**config.mk**
```make
export PLATFORM = sky130hd
export DESIGN_NAME = dsp_bus_initiator
export DESIGN_NICKNAME = d
export VERILOG_FILES = /design/src/rtl/dsp_bus_pkg.sv /design/src/rtl/dsp_bus_cmd_fifo.sv /design/src/rtl/dsp_bus_initiator.sv
export SDC_FILE = /design/constraint.sdc
export NUM_CORES = 1
export LEC_CHECK = 0
export ABC_AREA = 1
export CELL_PAD_IN_SITES_DETAIL_PLACEMENT = 2
export CELL_PAD_IN_SITES_GLOBAL_PLACEMENT = 2
export CORE_ASPECT_RATIO = 0.5
export CORE_MARGIN = 5
export CORE_UTILIZATION = 45
export CTS_CLUSTER_SIZE = 16
export DETAILED_ROUTE_END_ITERATION = 7
export DONT_BUFFER_PORTS = 1
export GPL_TIMING_DRIVEN = 0
export PLACE_DENSITY = 0.92
export RECOVER_POWER = 25
export SETUP_SLACK_MARGIN = 0.15
export SYNTH_ARGS = -nofsm -noshare
export SYNTH_HDL_FRONTEND = slang
export SYNTH_SLANG_ARGS = --single-unit
export TNS_END_PERCENT = 30
```
**constraint.sdc**
```tcl
create_clock -name clk_i -period 7.55 [get_ports clk_i]
set_input_delay 1.51 -clock clk_i [delete_from_list [all_inputs] [get_ports clk_i]]
set_output_delay 1.51 -clock clk_i [all_outputs]
set_load 0.01 [all_outputs]
```
**src/rtl/dsp_bus_pkg.sv**
```systemverilog
// Shared types and DSP register-bus address constants for the bus initiator.
package dsp_bus_pkg;

  typedef enum logic [1:0] {
    ST_IDLE,
    ST_ISSUE,
    ST_WAIT,
    ST_RESP
  } state_t;

  localparam int MOD_SEL_MSB = 19;
  localparam int MOD_SEL_LSB = 16;

  localparam logic [15:0] REG_INPUT_SELECT  = 16'h0;
  localparam logic [15:0] REG_OUTPUT_SELECT = 16'h4;
  localparam logic [15:0] REG_SATURATION    = 16'h8;

  typedef struct packed {
    logic        we;
    logic [31:0] addr;
    logic [31:0] wdata;
  } cmd_t;

  localparam int CMD_W = $bits(cmd_t);

  function automatic logic [3:0] mod_sel(input logic [31:0] addr);
    return addr[MOD_SEL_MSB:MOD_SEL_LSB];
  endfunction

endpackage

```
**src/rtl/dsp_bus_cmd_fifo.sv**
```systemverilog
// Synchronous command FIFO with full/empty flags; storage is not reset, only the pointers.
module dsp_bus_cmd_fifo
  import dsp_bus_pkg::*;
#(
  parameter int WIDTH = CMD_W,
  parameter int DEPTH = 4
) (
  input  logic             clk,
  input  logic             rst_n,
  input  logic             push,
  input  logic [WIDTH-1:0] wr_data,
  input  logic             pop,
  output logic [WIDTH-1:0] rd_data,
  output logic             full,
  output logic             empty
);

  localparam int AW = (DEPTH > 1) ? $clog2(DEPTH) : 1;

  logic [WIDTH-1:0] mem [DEPTH];
  logic [AW:0]      wr_ptr;
  logic [AW:0]      rd_ptr;
  logic             do_push;
  logic             do_pop;

  // Extra pointer MSB distinguishes full from empty when the indices match.
  assign empty   = (wr_ptr == rd_ptr);
  assign full    = (wr_ptr[AW] != rd_ptr[AW]) && (wr_ptr[AW-1:0] == rd_ptr[AW-1:0]);
  assign do_push = push && !full;
  assign do_pop  = pop && !empty;
  assign rd_data = mem[rd_ptr[AW-1:0]];

  always_ff @(posedge clk or negedge rst_n) begin
    if (!rst_n) begin
      wr_ptr <= '0;
      rd_ptr <= '0;
    end else begin
      if (do_push) wr_ptr <= wr_ptr + (AW+1)'(1);
      if (do_pop)  rd_ptr <= rd_ptr + (AW+1)'(1);
    end
  end

  always_ff @(posedge clk) begin
    if (do_push) mem[wr_ptr[AW-1:0]] <= wr_data;
  end

endmodule

```
**src/rtl/dsp_bus_initiator.sv**
```systemverilog
// DSP register-bus master fed by a command FIFO; one strobe and one response per command.
// Define DSP_BUS_INITIATOR_TIMEOUT_EN to build the WAIT-state timeout counter.
module dsp_bus_initiator
  import dsp_bus_pkg::*;
#(
  parameter int CMD_DEPTH      = 4,
  parameter int TIMEOUT_CYCLES = 255
) (
  input  logic        clk_i,
  input  logic        rstn_i,
  input  logic        cmd_valid_i,
  output logic        cmd_ready_o,
  input  logic        cmd_we_i,
  input  logic [31:0] cmd_addr_i,
  input  logic [31:0] cmd_wdata_i,
  output logic        rsp_valid_o,
  input  logic        rsp_ready_i,
  output logic [31:0] rsp_rdata_o,
  output logic        rsp_err_o,
  output logic        rsp_timeout_o,
  output logic        busy_o,
  output logic [31:0] sys_addr_o,
  output logic [31:0] sys_wdata_o,
  output logic [3:0]  sys_sel_o,
  output logic        sys_wen_o,
  output logic        sys_ren_o,
  input  logic [31:0] sys_rdata_i,
  input  logic        sys_ack_i,
  input  logic        sys_err_i
);

  localparam logic [15:0] TO_LAST = 16'(TIMEOUT_CYCLES - 1);

  state_t state, state_next;
  cmd_t   push_cmd, head_cmd;
  logic   fifo_full, fifo_empty;
  logic   pop, bus_done, rsp_done, cmd_we;

  assign push_cmd    = '{we: cmd_we_i, addr: cmd_addr_i, wdata: cmd_wdata_i};
  assign cmd_ready_o = !fifo_full;
  assign busy_o      = (state != ST_IDLE) || !fifo_empty;

  dsp_bus_cmd_fifo #(.WIDTH(CMD_W), .DEPTH(CMD_DEPTH)) u_fifo (
    .clk     (clk_i),
    .rst_n   (rstn_i),
    .push    (cmd_valid_i),
    .wr_data (push_cmd),
    .pop     (pop),
    .rd_data (head_cmd),
    .full    (fifo_full),
    .empty   (fifo_empty)
  );

`ifdef DSP_BUS_INITIATOR_TIMEOUT_EN
  logic [15:0] wait_cnt;
  logic        wait_expired;
  logic        tmo;
  logic        rsp_to_q;

  // Counts WAIT cycles; saturates instead of wrapping.
  assign wait_expired  = (wait_cnt >= TO_LAST);
  assign rsp_timeout_o = rsp_to_q;

  always_ff @(posedge clk_i or negedge rstn_i) begin
    if (!rstn_i) begin
      wait_cnt <= '0;
    end else if (state == ST_ISSUE) begin
      wait_cnt <= '0;
    end else if (state == ST_WAIT && wait_cnt != 16'hFFFF) begin
      wait_cnt <= wait_cnt + 16'd1;
    end
  end
`else
  logic unused_timeout_cfg;
  assign unused_timeout_cfg = ^TO_LAST;
  assign rsp_timeout_o      = 1'b0;
`endif

  always_ff @(posedge clk_i or negedge rstn_i) begin
    if (!rstn_i) state <= ST_IDLE;
    else         state <= state_next;
  end

  always_comb begin
    state_next = state;
    pop        = 1'b0;
    bus_done   = 1'b0;
    rsp_done   = 1'b0;
`ifdef DSP_BUS_INITIATOR_TIMEOUT_EN
    tmo        = 1'b0;
`endif
    case (state)
      ST_IDLE: begin
        if (!fifo_empty) begin
          pop        = 1'b1;
          state_next = ST_ISSUE;
        end
      end
      ST_ISSUE: state_next = ST_WAIT;
      ST_WAIT: begin
        if (sys_ack_i || sys_err_i) begin
          bus_done   = 1'b1;
          state_next = ST_RESP;
        end
`ifdef DSP_BUS_INITIATOR_TIMEOUT_EN
        else if (wait_expired) begin
          tmo        = 1'b1;
          state_next = ST_RESP;
        end
`endif
      end
      ST_RESP: begin
        if (rsp_ready_i) begin
          rsp_done   = 1'b1;
          state_next = ST_IDLE;
        end
      end
      default: state_next = ST_IDLE;
    endcase
  end

  // Bus strobes are registered off the pop so they land in the ISSUE cycle.
  always_ff @(posedge clk_i or negedge rstn_i) begin
    if (!rstn_i) begin
      cmd_we      <= 1'b0;
      sys_addr_o  <= '0;
      sys_wdata_o <= '0;
      sys_sel_o   <= '0;
      sys_wen_o   <= 1'b0;
      sys_ren_o   <= 1'b0;
      rsp_valid_o <= 1'b0;
      rsp_rdata_o <= '0;
      rsp_err_o   <= 1'b0;
`ifdef DSP_BUS_INITIATOR_TIMEOUT_EN
      rsp_to_q    <= 1'b0;
`endif
    end else begin
      sys_wen_o <= 1'b0;
      sys_ren_o <= 1'b0;
      sys_sel_o <= '0;
      if (pop) begin
        cmd_we      <= head_cmd.we;
        sys_addr_o  <= head_cmd.addr;
        sys_wdata_o <= head_cmd.wdata;
        sys_wen_o   <= head_cmd.we;
        sys_ren_o   <= !head_cmd.we;
        sys_sel_o   <= 4'hF;
      end
      if (bus_done) begin
        rsp_valid_o <= 1'b1;
        rsp_err_o   <= sys_err_i;
        rsp_rdata_o <= (!cmd_we && !sys_err_i) ? sys_rdata_i : '0;
      end
`ifdef DSP_BUS_INITIATOR_TIMEOUT_EN
      if (tmo) begin
        rsp_valid_o <= 1'b1;
        rsp_err_o   <= 1'b0;
        rsp_rdata_o <= '0;
        rsp_to_q    <= 1'b1;
      end
      if (rsp_done) rsp_to_q <= 1'b0;
`endif
      if (rsp_done) begin
        rsp_valid_o <= 1'b0;
        rsp_err_o   <= 1'b0;
        rsp_rdata_o <= '0;
      end
    end
  end

endmodule

```
# Yosys cells after proc, flatten, opt, wreduce, memory -nomap -nowiden
# Memories as Yosys holds them, arrays and structs flattened.
# Cells that the tools add are included.
[classes]
add_sub_neg = 2
n_mux = 22
eq_ne = 9
reduce_logical = 15
[op_table]
columns = ["op", "count"]
rows = [
  ["2-to-1 mux 32 bit", 3],
  ["2-to-1 mux 1 bit", 14],
  ["one-hot mux 2 bit (4 select lines)", 1],
  ["adder 3 x 1 -> 3 bit, second input constant", 2],
  ["2-to-1 mux 2 bit", 3],
  ["!= test 2 bit, second input constant", 3],
  ["zero test 1 bit", 5],
  ["== test 2 bit, second input constant", 2],
  ["logical AND 1 bit", 4],
  ["2-to-1 mux 4 bit", 1],
  ["nonzero test 2 bit", 2],
  ["== test 3 bit", 1],
  ["AND reduction 3 bit", 1],
  ["== test 2 x 1 -> 1 bit, second input constant", 1],
  ["== test 2 bit", 1],
  ["zero test 2 bit", 1],
  ["logical OR 1 bit", 2],
  ["!= test 1 bit", 1],
]
[word_totals]
inputBits = 103
output_inout_bits = 107
wordCells = 61
ramBits = 260
ff_bits = 113
memories = 1
[mem_list]
columns = ["memory", "depth", "width", "read_ports", "rd_clocked_by_memory_dff", "write_ports", "line", "text"]
rows = [
  ["u_fifo.mem", 4, 65, 1, 0, 1, "dsp_bus_cmd_fifo.sv:20", "logic [WIDTH-1:0] mem [DEPTH];"],
]

# Longest topological paths before layout
# Gate-level depths: netlist of run 1.
[depth]
depth_word = 6
mapped_depth = 10
mapped_depth_nobuf = 8

# By module
# From an unflattened synthesis of run 1, not the netlist that was laid out.
[unflattened]
cells_unflattened = 1223
hier_area_um2 = 15001.9
[by_module_without_submodules]
columns = ["mod", "n_inst", "cells_per_inst", "seq_area_each_um2", "area_each_um2"]
rows = [
  ["dsp_bus_cmd_fifo", 1, 689, 7957.6, 10523.8],
  ["dsp_bus_initiator", 1, 534, 2602.5, 4478.0],
]

# Worst setup path before layout of run 1
# OpenSTA, ideal clock, no wires.
[synth_path]
path_type = "in2reg"
start = "input port cmd_valid_i"
end = "memory u_fifo.mem[0][0] (netlist name), enable pin"
arrival_ps = 4381
setup_ps = 489
path_stages = 2
slack_ps = 2681
cell_sequence = "nand2_1 nor2_1"
[synth_via]
elab_chain_cells = 3
[synth_lines]
columns = ["element", "line", "text"]
rows = [
  ["start: declaration", "dsp_bus_initiator.sv:11", "input logic cmd_valid_i,"],
  ["logical AND 1 bit", "dsp_bus_cmd_fifo.sv:29", "assign do_push = push && !full;"],
  ["2-to-1 mux 1 bit", "dsp_bus_cmd_fifo.sv:44", "if (do_push) mem[wr_ptr[AW-1:0]] <= wr_data;"],
  ["2-to-1 mux 1 bit (not written as such)", "dsp_bus_cmd_fifo.sv:44", ""],
  ["end: declaration", "dsp_bus_cmd_fifo.sv:20", ""],
]
# No other way between the ends.

# Worst setup path after layout of run 1
[layout_path]
start = "register u_fifo.rd_ptr[0]"
end = "memory u_fifo.mem[1][16] (netlist name), enable pin"
[layout_via]
elab_chain_cells = 6
[layout_lines]
columns = ["element", "line", "text"]
rows = [
  ["start: declaration", "dsp_bus_cmd_fifo.sv:22", "logic [AW:0] rd_ptr;"],
  ["start signal: assignment", "dsp_bus_cmd_fifo.sv:39", "if (do_pop) rd_ptr <= rd_ptr + (AW+1)'(1);"],
  ["== test 2 bit", "dsp_bus_cmd_fifo.sv:28", "assign full = (wr_ptr[AW] != rd_ptr[AW]) && (wr_ptr[AW-1:0] == rd_ptr[AW-1:0]);"],
  ["logical AND 1 bit", "dsp_bus_cmd_fifo.sv:28", ""],
  ["zero test 1 bit", "n/a", ""],
  ["via cmd_ready_o", "dsp_bus_initiator.sv:12", "output logic cmd_ready_o,"],
  ["logical AND 1 bit", "dsp_bus_cmd_fifo.sv:29", ""],
  ["2-to-1 mux 1 bit", "dsp_bus_cmd_fifo.sv:44", ""],
  ["2-to-1 mux 1 bit (not written as such)", "dsp_bus_cmd_fifo.sv:44", ""],
]
# The timed path passes the listed nets, and every way through them passes these cells.

==> results of run 1 <==
[cell families after synthesis]
logic type,Yosys count
AND/OR/NAND/NOR,440
flip-flops,370
buffers and inverters,88
AO/OA/AOI/OAI,230
other,1
adder cells (fa/ha/maj),9
XOR/XNOR,3
[per-stage QoR]
| stage | utilization | hold WS, ns |
|---|---|---|
| floorplan | - | 0.450 |
| global placement | 0.477 | 0.485 |
| detailed placement | 0.487 | 0.543 |
| CTS | 0.524 | 0.565 |
| global route | 0.524 | 0.577 |
| finish | 0.524 | 0.563 |
[power by group]
part	switching [mW]	internal (mW)
Sequential	0.522	2.79
Clock	0.847	0.969
Combinational	1.87	0.656
[cells in the mapped netlist]
| master | number | share of area |
|---|---|---|
| a21oi_1 | 1 | 0.00036 |
| a22oi_1 | 1 | 0.00053 |
| buf_1 | 5 | 0.0013 |
| buf_2 | 14 | 0.0050 |
| buf_4 | 4 | 0.0021 |
| buf_6 | 3 | 0.0024 |
| clkbuf_1 | 46 | 0.012 |
| conb_1 | 1 | 0.00027 |
| dfrtp_1 | 110 | 0.20 |
| edfxtp_1 | 260 | 0.56 |
| ha_1 | 9 | 0.0080 |
| inv_1 | 14 | 0.0037 |
| inv_2 | 2 | 0.00053 |
| nand2_1 | 258 | 0.069 |
| nand2_2 | 1 | 0.00045 |
| nand3_1 | 41 | 0.015 |
| nand4_1 | 2 | 0.00089 |
| nor2_1 | 137 | 0.037 |
| o21ai_0 | 163 | 0.058 |
| o21ai_2 | 1 | 0.00062 |
| o22ai_1 | 64 | 0.029 |
| or2_2 | 1 | 0.00045 |
| xnor2_1 | 2 | 0.0012 |
| xor2_1 | 1 | 0.00062 |
[sequential cells by signal, summed over array words and instances, names as in the netlist]
signal and flops:
rsp_err_o 1, u_fifo.wr_ptr 3, sys_wen_o 1, rsp_valid_o 1, sys_addr_o 32, u_fifo.rd_ptr 3, state 2, rsp_rdata_o 32
u_fifo.mem 260, sys_wdata_o 32, cmd_we 1, sys_ren_o 1, sys_sel_o 1
[metal layers]
| metal | global-route usage | wire, um | vias to the layer above |
|---|---|---|---|
| li1 | - | - | 4095 |
| met1 | 0.368 | 20300 | 5330 |
| met2 | 0.513 | 26400 | 524 |
| met3 | 0.0727 | 3920 | 188 |
| met4 | 0.133 | 2710 | 2 |
| met5 | 0 | 13 | - |
[worst min-delay path, stage by stage, from the launching register on]
cell and delay [ns]:
dfrtp_1 0.40, nand2_1 0.07, nand2_1 0.06
[worst max path at each step]
| stage | startpoint | endpoint | slack [ns] | cells past startpoint |
|---|---|---|---|---|
| floorplan | cmd_valid_i | u_fifo.mem[0][0] | 2.68 | 2 |
| global placement | cmd_valid_i | u_fifo.mem[0][4] | 0.39 | 2 |
| detailed placement | cmd_valid_i | u_fifo.mem[1][4] | 4.14 | 4 |
| CTS | u_fifo.rd_ptr[0] | u_fifo.mem[1][16] | 4.08 | 8 |
| global route | u_fifo.rd_ptr[0] | u_fifo.mem[1][4] | 3.93 | 8 |
| finish | u_fifo.rd_ptr[0] | u_fifo.mem[1][16] | 4.01 | 8 |
[cell type report]
| cell class | count | area (um^2) | share of cell area |
|---|---|---|---|
| Buffer | 72 | 325 | 0.0204 |
| Timing Repair Buffer | 11 | 273 | 0.0171 |
| Clock buffer | 50 | 1000 | 0.0628 |
| Inverter | 16 | 60.1 | 0.00376 |
| Sequential cell | 370 | 10600 | 0.661 |
| Clock inverter | 14 | 106 | 0.00666 |
| Multi-Input combinational cell | 683 | 3120 | 0.195 |
| Tap cell | 423 | 529 | 0.0331 |
[layout by cell type (no fill, tap or decap), types with 9 or more instances in the layout]
master,n
nand2_1,258
buf_2,14
dfrtp_1,110
nor2_1,133
ha_1,9
o21ai_0,163
o22ai_1,64
inv_1,14
nand3_1,41
edfxtp_1,260
clkbuf_16,36
clkbuf_1,55
==> results_dict.tcl, run 1 <==
set metrics [dict create \
    finalCritPeriodShare 0.469 \
    fin_tns_setup_ns 0 \
    cap_violations 0 \
    end_kind "register" \
    critical_path.max_stage_delay_ns 0.89 \
    start_kind "register" \
    crit_required_ns 7.79 \
    route.detailed.drc 0 \
    hold_start "sys_addr_o[16]" \
    start_util 0.460 \
    outcome "finished clean" \
    synth_fp_nets 1253 \
    synth_top_family_by_area "simple AND/OR/NAND/NOR gates" \
    final_cells 1639 \
    dp_cells 1575 \
    cts_tree "yes" \
    path_buf_inv 3 \
    critPathTopFamily "simple AND/OR/NAND/NOR gates" \
    fin_nets 1301 \
    vias 10100 \
    maxSlewViolCount 0 \
    drtPass1Iterations 5 \
    postCtsHoldBufs 0 \
    clockBufferDepth 3 \
    cts_buffers 35 \
    synthToLayoutAreaGrowth_pct 13.8 \
    p_total_mw 7.65 \
    die_area_um2 35000 \
    synth_adder_area_share 0.00802 \
    hold_class "register to register" \
    synth-xor-area-share 0.00187 \
    ant_nets 0 \
    rrSetupSlack_ns 4.01 \
    track_usage 0.301 \
    dp_slack_ns 4.14 \
    synthMuxAreaShare 0 \
    path_max_fanout 25 \
    boundaryPins 210 \
    clkTransAtPathRegs_ns 0.07 \
    num_rows 45 \
    num_antenna_cells 0 \
    clock_latency_ns 0.55 \
    cts_root_buffer "clkbuf_16" \
    fin_ws_ns 4.01 \
    ys_warn_count 0 \
    h-tree-depth 2 \
    syn_inst 1141 \
    holdPathEnd "sys_addr_o[16]" \
    die_y_um 135 \
    ys_ff_latch 370 \
    drive_above_1_share 0.0748 \
    finalHoldViolCount 0 \
    p_leak_nw 6.06 \
    worstMarginPinSlew_ns 1.01 \
    fill_cells 2923 \
    grt_start_max_net_pins 111 \
    crit_type "register to register" \
    cp_data_arrival_time_ns 3.78 \
    powerDensity_nw_per_um2 479 \
    reg2regPathDepth 8 \
    synth_area_um2 14000 \
    grt_pass1_vias 11200 \
    grt_pass1_wl_mm 77.9 \
    cts-resized-gates 0 \
    core-area_um2 30500 \
    r2r-end "u_fifo.mem[1][16]" \
    postCtsSetupBuffers 0 \
    dp.final_hpwl_mm 32.2 \
    antenna_found_initial 1 \
    rsz0062_at_grt "false" \
    viasPerCell 6.19 \
    avgSynthCellArea_um2 12.3 \
    ys_seq_area_frac 0.752 \
    setup_viol 0 \
    synth_compound_area_frac 0.0881 \
    skew_ns 0.0313 \
    relSlewSlack 0.325 \
    max-vdd-ir-drop_uv 194 \
    worstReg2RegStart "u_fifo.rd_ptr[0]" \
    yosys.area_share.simple 0.122 \
    ys_types 24 \
    io_buffers 0 \
    fp.dieW_um 260 \
    dr.first_iter.drc_count 1216 \
    cts_sinks 370 \
    period_minus_slack_ns 3.54 \
    grt_overflow_total 0 \
    cp_common_cell "nand2_1" \
    postPlaceCellArea_um2 14900 \
    postRouteWirelength_mm 53.3 \
    min_path_cells 2 \
    wire_per_inst_um 32.5 \
    worstPathCellList "inv_2, nand2_1, nand2_1, nand4_1, nand2_1, nor2_4, buf_12, buf_16" \
    fin_area_um2 16000 \
    max_freq_mhz 282 \
    cp_slowest_cell "nor2_4" \
    place_congestion 0.758 \
]
(Power assumes the default switching activity.)
==> run 2: changes to the inputs <==
CORE_UTILIZATION = 38   (was 45)
PLACE_DENSITY = 0.84   (was 0.92)
clock period = 3 ns   (was 7.55 ns; I/O delays follow)
==> run 2 against run 1 <==
The run now ends with hold timing left. Non-clock buffer count rose by 9. Sequential power rose to 2.5 times the previous value. Global-route usage fell by 5.2 points. Via count fell by 1.5%. Clock skew fell by 0.0052 ns. Core utilization fell by 7.6 points. Fmax rose by 32%. Clock-buffer cell count rose by 2. Combinational power rose to 2.5 times the previous value. Total power rose to 2.5 times the previous value. Clock power rose to 2.6 times the previous value. Sequential share of layout area fell by 0.81 points. Largest power group unchanged.
==> results_dict.tcl, run 2 (synthesized netlist as in run 1, its figures left out) <==
set metrics [dict create \
    outcome "finished, violations left" \
    failed_checks "hold timing" \
    fin_nets 1310 \
    track_usage 0.249 \
    grt_overflow_total 0 \
    utilization 0.447 \
    cts_sinks 370 \
    h-tree-depth 2 \
    final_cell_mix "edfxtp_1 (260), nand2_1 (257), o21ai_0 (163)" \
    hold_class "primary input to asynchronous set/reset pin" \
    p_leak_nw 6.12 \
    setup_viol 0 \
    route.detailed.drc 0 \
    num_rows 49 \
    finalHoldViolCount 110 \
    hold_slack_ns -0.258 \
    powerDensity_nw_per_um2 1200 \
    postPlaceCellArea_um2 14900 \
    path_max_fanout 23 \
    crit_type "register to register" \
    grt_start_max_net_pins 111 \
    antenna_found_initial 0 \
    end_kind "register" \
    clkTransAtPathRegs_ns 0.08 \
    cap_violations 0 \
    dr.first_iter.drc_count 824 \
    worstMarginPinSlew_ns 0.657 \
    max-vdd-ir-drop_uv 401 \
    io_buffers 0 \
    start_util 0.388 \
    fin_area_um2 16200 \
    fp.dieW_um 282 \
    finalCritPeriodShare 0.897 \
    max_freq_mhz 371 \
    rsz0062_at_grt "false" \
    largest_register_ff_count 260 \
    postRouteWirelength_mm 52.2 \
    relSlewSlack 0.562 \
    period_minus_slack_ns 2.69 \
    drtPass1Iterations 5 \
    cts_buffers 35 \
    synthToLayoutAreaGrowth_pct 15.2 \
    wire_per_inst_um 30.6 \
    cp_data_arrival_time_ns 2.94 \
    start_kind "register" \
    crit_required_ns 3.25 \
    reg2regPathDepth 8 \
    core-area_um2 36200 \
    dp.final_hpwl_mm 31.3 \
    skew_ns 0.0260 \
    layout_commonest_cell "edfxtp_1" \
    boundaryPins 210 \
    clockBufferDepth 3 \
    clock_latency_ns 0.56 \
    num_antenna_cells 0 \
    vias 9987 \
    cts_root_buffer "clkbuf_16" \
    die_y_um 146 \
    cp_common_cell "nand2_1" \
    fin_tns_setup_ns 0 \
    ant_nets 0 \
    critical_path.max_stage_delay_ns 0.58 \
    grt_pass1_vias 11200 \
    cts_tree "yes" \
    worstPathCellList "inv_2, nand2_1, nand2_1, nand4_1, nand2_2, nor2_4, buf_12, buf_16" \
    drive_above_1_share 0.0841 \
    grt_pass1_wl_mm 76.9 \
    place_congestion 0.752 \
    cp_slowest_cell "dfrtp_1" \
    maxSlewViolCount 0 \
    viasPerCell 5.84 \
    die_area_um2 41100 \
]
## run 2: path summary, 6_finish.rpt
path,start,to,slack (ns)
setup / recovery,u_fifo.rd_ptr[0],u_fifo.mem[0][18],0.31
hold / removal,rstn_i,sys_wdata_o[21],-0.26
setup reg to reg,u_fifo.rd_ptr[0],u_fifo.mem[0][18],0.31
hold reg to reg,sys_addr_o[18],sys_addr_o[18],0.57
max in group asynchronous,rstn_i,rsp_rdata_o[25],3.03
min in group clk_i,cmd_addr_i[29],u_fifo.mem[2][61],0.13
## run 2: area by class of cell
class                           instances  area, um^2
Buffer                                 72         325
Sequential cell                       370       10600
Clock buffer                           52        1030
Timing Repair Buffer                   20         338
Clock inverter                         12         131
Tap cell                              484         606
Fill cell                            3569       20000
Inverter                               16        60.1
Multi-Input combinational cell        683        3130
## run 2: critical path, delay by kind of cell, from the launching register on
kind,cells,cell delay [ns]
buf+inv,3,0.62
simple gates,5,1.14
flops,1,0.58
## run 2: power breakdown
| part | switching, mW | leakage [nW] | internal (mW) |
|---|---|---|---|
| combinational | 4.65 | 1.78 | 1.69 |
| clock | 2.13 | 0.563 | 2.59 |
| sequential | 1.26 | 3.78 | 7.02 |
## run 2: layer usage
metal	GRT usage	up-vias	part of all wire
li1	-	4099	-
met1	0.297	5293	0.37
met2	0.437	459	0.52
met3	0.0547	136	0.066
met4	0.105	0	0.045
met5	0	-	0
## run 2: stage by stage
stage	hold slack (ns)	worst slack (ns)	instances	power, mW
2_1_floorplan	0.304	-0.205	1141	11.4
4_1_cts	-0.269	0.220	1709	19.2
3_3_place_gp	0.307	-2.14	1625	13.2
6_report	-0.258	0.308	1709	19.3
5_1_grt	-0.282	0.247	1709	20.2
3_5_place_dp	0.306	-0.117	1636	14.1
## run 2: repair_timing
action,CTS,global route
endpoints found under the setup margin,146,75
setup buffers,9,0
endpoints found under the hold margin,110,110
cloned,0,0
resized for setup,0,1
pin swaps,3,0
